--- config.mk ---
export PLATFORM = sky130hd
export DESIGN_NAME = reg_scoreboard
export DESIGN_NICKNAME = d
export VERILOG_FILES = /design/src/rtl/reg_scoreboard.sv
export SDC_FILE = /design/constraint.sdc
export NUM_CORES = 1
export LEC_CHECK = 0
export ABC_AREA = 1
export BUFFER_PORTS_ARGS = -buffer_cell sky130_fd_sc_hd__buf_4
export CAP_MARGIN = 15
export CORE_MARGIN = 10
export CORE_UTILIZATION = 35
export DETAILED_ROUTE_END_ITERATION = 12
export GPL_TIMING_DRIVEN = 0
export MAX_ROUTING_LAYER = met4
export PLACE_DENSITY = 0.53
export SLEW_MARGIN = 30
export SYNTH_ARGS = -nofsm -noshare
export SYNTH_HDL_FRONTEND = slang
export SYNTH_SLANG_ARGS = --single-unit
--- constraint.sdc ---
create_clock -name clk -period 1.8 [get_ports clk]
set_input_delay 0.09 -clock clk [delete_from_list [all_inputs] [get_ports clk]]
set_output_delay 0.09 -clock clk [all_outputs]
set_load 0.01 [all_outputs]
--- src/rtl/reg_scoreboard.sv ---
// Issue-side scoreboard for the pipelined Y86 register file: per-register pending-write
// counters, RAW/overflow issue hold, and ret/halt control-flow stall sequencing.
module reg_scoreboard #(
    parameter int unsigned NREG   = 15,
    parameter int unsigned CNTW   = 2,
    parameter int unsigned STALLW = 16
) (
    input  logic              clk,
    input  logic              rst,
    input  logic              dec_valid,
    output logic              dec_ready,
    input  logic [3:0]        dec_icode,
    input  logic [3:0]        dec_srcA,
    input  logic [3:0]        dec_srcB,
    input  logic [3:0]        dec_dstE,
    input  logic [3:0]        dec_dstM,
    input  logic              wb_valid,
    input  logic [3:0]        wb_dstE,
    input  logic [3:0]        wb_dstM,
    input  logic              ret_done,
    output logic [NREG-1:0]   busy_mask,
    output logic              ret_pending,
    output logic              halted,
    output logic [STALLW-1:0] stall_cnt,
    output logic              sb_err
);
    localparam logic [3:0]      RegNone   = 4'hF;
    localparam logic [3:0]      IcodeHalt = 4'h0;
    localparam logic [3:0]      IcodeRet  = 4'h9;
    localparam logic [CNTW-1:0] CntMax    = '1;

    typedef enum logic [1:0] {StRun, StRetWait, StHalt} state_e;

    state_e            state_q, state_d;
    logic [CNTW-1:0]   count_q [NREG];
    logic [CNTW-1:0]   count_d [NREG];
    logic [STALLW-1:0] stall_q, stall_d;
    logic              err_q, err_d;
    logic [NREG-1:0]   inc_v, dec_v;
    logic              issue;

    // Indices >= NREG never match a tracked register, so they behave like "no register".
    function automatic logic hit(input logic [3:0] idx, input int unsigned r);
        return (idx != RegNone) && (idx == 4'(r));
    endfunction

    // Hold decision uses registered counts only; no write-back bypass.
    always_comb begin
        dec_ready = !rst && (state_q == StRun);
        for (int unsigned r = 0; r < NREG; r++) begin
            if ((hit(dec_srcA, r) || hit(dec_srcB, r)) && count_q[r] != '0) dec_ready = 1'b0;
            if ((hit(dec_dstE, r) || hit(dec_dstM, r)) && count_q[r] == CntMax) dec_ready = 1'b0;
        end
    end

    assign issue = dec_valid & dec_ready;

    // dstE == dstM collapses to a single bit, giving the +1/-1 only behaviour.
    always_comb begin
        inc_v = '0;
        dec_v = '0;
        for (int unsigned r = 0; r < NREG; r++) begin
            inc_v[r] = issue && (hit(dec_dstE, r) || hit(dec_dstM, r));
            dec_v[r] = wb_valid && (hit(wb_dstE, r) || hit(wb_dstM, r));
        end
    end

    always_comb begin
        err_d = err_q;
        for (int unsigned r = 0; r < NREG; r++) begin
            count_d[r] = count_q[r];
            if (dec_v[r] && count_q[r] == '0) begin
                err_d = 1'b1;
                if (inc_v[r]) count_d[r] = CNTW'(1);
            end else if (inc_v[r] && !dec_v[r]) begin
                count_d[r] = count_q[r] + CNTW'(1);
            end else if (dec_v[r] && !inc_v[r]) begin
                count_d[r] = count_q[r] - CNTW'(1);
            end
        end
    end

    always_comb begin
        stall_d = stall_q;
        if (dec_valid && !dec_ready && stall_q != '1) stall_d = stall_q + STALLW'(1);
    end

    always_comb begin
        state_d = state_q;
        unique case (state_q)
            StRun: begin
                if (issue && dec_icode == IcodeRet)       state_d = StRetWait;
                else if (issue && dec_icode == IcodeHalt) state_d = StHalt;
            end
            StRetWait: if (ret_done) state_d = StRun;
            StHalt:    state_d = StHalt;
            default:   state_d = StRun;
        endcase
    end

    always_ff @(posedge clk) begin
        if (rst) begin
            state_q <= StRun;
            stall_q <= '0;
            err_q   <= 1'b0;
            for (int unsigned r = 0; r < NREG; r++) count_q[r] <= '0;
        end else begin
            state_q <= state_d;
            stall_q <= stall_d;
            err_q   <= err_d;
            for (int unsigned r = 0; r < NREG; r++) count_q[r] <= count_d[r];
        end
    end

    always_comb begin
        busy_mask = '0;
        for (int unsigned r = 0; r < NREG; r++) busy_mask[r] = (count_q[r] != '0);
    end

    assign ret_pending = (state_q == StRetWait);
    assign halted      = (state_q == StHalt);
    assign stall_cnt   = stall_q;
    assign sb_err      = err_q;
endmodule
======== After elaboration in Yosys (flattened, before gate mapping) ========
Memories as Yosys holds them, arrays and structs flattened.
Index checks and enable logic that the tools add are counted.
storage, ports and cells
  bits in registers ....................... 19
  word-level logic and storage cells ...... 606
  memories ................................ 1
  bits of input ports ..................... 33
  bits in writable memories ............... 30
  output and inout bits ................... 35
memory list
  name     depth  bits a word  read ports  clocked after Yosys merged registers in  wr ports  line  RTL
  count_q  15     2            15          0                                        15        35    logic [CNTW-1:0] count_q [NREG];
operators by class
  add/subtract/negate cells ............... 31
  reduce and logical (&&, ||, !) cells .... 317
  eq/ne operators ......................... 111
  bitwise gates (word level) .............. 16
  mux-type cells .......................... 127
operators by type and width
  operator                                             number
  logical AND 1 bit                                    200
  equality test 4 bit, second input constant           43
  2-to-1 mux 2 bit                                     78
  equality test 4 x 3 -> 1 bit, second input constant  24
  equality test 4 x 2 -> 1 bit, second input constant  12
  2-to-1 mux 1 bit                                     48
  logical OR 1 bit                                     45
  equality test 2 bit, second input constant           16
  zero test 1 bit                                      32
  zero test 2 bit                                      16
  adder 2 x 1 -> 2 bit, second input constant          15
  nonzero test 2 bit                                   15
  subtractor 2 x 1 -> 2 bit, second input constant     15
  zero test 4 bit                                      7
  equality test 4 x 1 -> 1 bit, second input constant  6
  != test 4 bit, second input constant                 6
  adder 16 x 1 -> 16 bit, second input constant        1
  != test 16 bit, second input constant                1
  OR 1 bit                                             15
  nonzero test 15 bit                                  1
  one-hot mux 2 bit (3 select lines)                   1
  != test 3 x 1 -> 1 bit, second input constant        1
  equality test 2 x 1 -> 1 bit, second input constant  1
  != test 2 bit, second input constant                 1
  other kinds (2)                                      2

======== Logic depth before layout (Yosys ltp) ========
  depth after elaboration ................. 42
  depth in mapped cells ................... 14
  gate-level depth less buffers ........... 14

======== Worst setup path before layout ========
Ideal clock, no wire load.
  path type ............................... flip-flop to flip-flop
  start ................................... reg stall_q[0] (netlist: stall_cnt[0])
  end ..................................... reg stall_q[10] (netlist: stall_cnt[10])
  buffers on the path ..................... 1
  path slack .............................. 64 ps
  clock period less this slack ............ 1736 ps
  arrival time ............................ 1666 ps
  setup time .............................. 70 ps
  stages on the path, launching flop included .. 10
  data required time ...................... 1730 ps
  path through ............................ dfxtp_1 ha_1 nand2_1 nor2_2 nand2_1 nor2_1 a21boi_2 buf_2 nand3_1 a21oi_2
on the way
  longest elaborated chain between the ends .. 2
  elaborated cells between the ends (all ways) .. 3
  classes of those cells .................. add/sub (1); eq/ne (1); reduce/logical (1)
ends and longest elaborated chain
  item                                                                            line  RTL
  from (decl)                                                                     37    logic [STALLW-1:0] stall_q, stall_d;
  from (signal assigned)                                                          109   stall_q <= stall_d;
  parallel branches: the longest is 2 deep, another holds adder 16 x 1 -> 16 bit  --
Parallel ways; which one is timed is not known.
A chain may end at the register's enable or synchronous reset.

==> flow_summary.ini <==
[floorplan]
dieHeight_um = 131.6
die-area_um2 = 17310
core_um2 = 12110
initial_core_util_pct = 35.96
row_count = 40
die_w_um = 131.6
io_pins = 68

[route]
wl_per_cell_um = 13.76
viasPerCell = 4.736
route.vias.total = 4883
dr.pass1.iters = 5
final_antenna_net_count = 0
drc = 0
finalWirelength_um = 14190
drt-initial-drc-count = 278

[sta]
finalWorstSetupSlack_ps = -3.867
period_needed_ps = 1804
timing_hold_violations_final = 0
fin_crit_sh_pct = 100.2
setup_violations = 1
worst_slew_pin_slew_ps = 757.9
slew_viol_final = 0
rsz0062_at_grt = true
max_freq_mhz = 554.4
max_slew_margin_pct = 49.48
finalClockSkew_ps = 9.080

[placed_design]
hpwl_um = 11140
gp_congestion = 0.8913
placedCellCount = 990
post-place-ws_ps = -236.3
portBuffers = 65

[global_route]
gr-total-overflow = 0
grt_pass1_vias = 4584
antenna_found_initial = 0
grt_max_degree = 17
groute.usage.overall_pct = 16.54
grt_pass1_wl_um = 22910

[synthesis]
syn_inst = 757
synth_edf_count = 0
yosys.area.top_type = nand2_1
synth_ff_type = dfxtp_1
yosysTopAreaCellShare_pct = 25.51
syn_avg_cell_area_um2 = 5.754
ys_seq_elements = 49
synth_nets = 791
async_flop_share_pct = 0
ys_warn_count = 0
yosysSeqAreaShare_pct = 22.52
syn_area_um2 = 4355
synth_cell_types = 36
yosys-top-cells-area = nand2_1 (26%), dfxtp_1 (23%), nor2_1 (10%), inv_1 (8.5%), nand4_4 (4.4%)

[final_layout]
area_growth_pct = 31.54
post-route-util_pct = 47.30
stdcell_count = 1031
final_nets = 896
diodes = 0
drive_gt1_share_pct = 29.32

[clock_tree]
cts_buffer_depth = 2
clk-insertion-delay-late_ps = 310
numCtsBuffers = 5
cts_tree = done
clk_root_buffer_cell = clkbuf_16
clock-sinks = 49
clkTransAtPathRegs_ps = 80
htreeDepth = 2

[setup_path]
start_kind = flip-flop
critPathCaptureType = flip-flop
cp.required_ps = 2050
critPathMaxFanout = 6
crit_type = flip-flop to flip-flop
cp.arrival_ps = 2060

[status]
violations = negative setup slack
status = finished with violations

[hold_path]
min-delay-path-class = primary input to flip-flop

[run]
max_cap_viol_count = 0

[pwr]
leakage_nw = 2.864
ir_drop_mv = 0.3385
powerDensity_nw_per_um2 = 489.0
==> worst max-delay path, stage by stage (launching register included) <==
cell	delay [ps]
dfxtp_2	330
or2_4	240
nand2_1	60
nand2_1	50
nor2_2	120
nand2_2	100
nor2_8	140
buf_12	120
buf_8	110
nand4_1	170
nor2_1	150
nor2_1	60
nor2_1	90
==> repair_timing <==
| action | CTS | global route |
|---|---|---|
| endpoints found under the hold margin | 0 | 0 |
| buffers inserted | 19 | 14 |
| pin swaps | 22 | 47 |
| hold buffers | 0 | 0 |
| setup endpoints to repair | 30 | 49 |
| gates resized for setup | 43 | 47 |
| cloned | 2 | 0 |
==> cell type report <==
| class | instances | area (um2) |
|---|---|---|
| inverter | 104 | 392.9 |
| timing repair buffer | 98 | 830.8 |
| tap | 168 | 210.2 |
| fill | 1324 | 6382 |
| multi-input combinational | 591 | 2999 |
| clock buffer | 6 | 138.9 |
| clock inverter | 2 | 16.27 |
| sequential | 49 | 1008 |
| buffer | 13 | 132.6 |
==> logic make-up after synthesis <==
logic type | after synthesis | share of synthesized area (%)
and+or+nand+nor | 524 | 54.64
buffers and inverters | 117 | 11.95
AOI/OAI and AO/OA | 52 | 7.785
DFF | 49 | 22.52
xor gates and xnor gates | 14 | 2.815
adders and majority gates | 1 | 0.2872
==> synthesized netlist by cell type, types with 2 or more instances <==
| library cell | number |
|---|---|
| nand2_1 | 296 |
| nor2_1 | 121 |
| inv_1 | 99 |
| dfxtp_1 | 49 |
| nand3_1 | 30 |
| o22ai_1 | 17 |
| nand2_2 | 15 |
| nor2_2 | 12 |
| o21ai_0 | 11 |
| a21oi_2 | 10 |
| nand4_1 | 9 |
| nand4_4 | 9 |
| xor2_1 | 9 |
| a21oi_1 | 8 |
| and2_1 | 7 |
| or2_1 | 7 |
| inv_2 | 5 |
| or2_2 | 5 |
| xnor2_1 | 5 |
| nor3_1 | 4 |
| buf_12 | 3 |
| buf_2 | 3 |
| clkbuf_1 | 3 |
| nand2_4 | 3 |
| buf_6 | 2 |
| nor2_4 | 2 |
| nor2_8 | 2 |
| nor4_1 | 2 |
| o21ai_2 | 2 |
==> per-stage QoR <==
step | hold WS (ps) | total power, mW | setup TNS [ps] | area, um2
after global placement | 410.5 | 1.697 | -2782 | 5054
after global routing | 153.4 | 2.942 | -3015 | 5729
after detailed placement | 422.7 | 1.702 | -2606 | 5054
final | 111.3 | 2.802 | -3.867 | 5729
after CTS | 94.05 | 2.815 | -109.1 | 5537
after floorplan | 303.8 | 1.494 | 0 | 4355
==> where the power goes <==
part / switching [mW] / internal (mW)
Combinational: 0.382 / 0.264
Sequential: 0.0152 / 1.10
Clock: 0.481 / 0.560
Total: 0.878 / 1.92
==> flip-flops by register name (all words and copies together), names as in the netlist <==
name,flops
sb_err,1
stall_cnt,16
count_q,30
state_q,2
==> cell usage in the layout (no fill, tap or decap), drive strengths merged, types with 2 or more instances in the layout <==
| cell type | instances |
|---|---|
| clkbuf | 10 |
| nor2 | 137 |
| xnor2 | 5 |
| inv | 105 |
| nor3 | 4 |
| nand3 | 30 |
| xor2 | 9 |
| o21ai | 14 |
| or2 | 12 |
| and2 | 7 |
| buf | 107 |
| dfxtp | 49 |
| a21oi | 18 |
| o22ai | 17 |
| nor4 | 2 |
| nand4 | 18 |
| nand2 | 314 |
==> metal layers <==
layer | GRT usage, % | part of all wire [%]
met3 | 3.582 | 4.6
met2 | 27.21 | 49
met1 | 19.90 | 45
met5 | - | 0
met4 | 4.697 | 1.7
==> worst paths after layout <==
path              slack (ps)      startpoint  depth (start not counted)            end
setup / recovery          -4  count_q[1][12]                         12  count_q[0][5]
hold / removal           110        ret_done                          4     state_q[0]
setup reg to reg          -4  count_q[1][12]                         12  count_q[0][5]
hold reg to reg          480   count_q[1][9]                          2  count_q[1][9]
No activity file was read; power rests on OpenSTA's default activity.
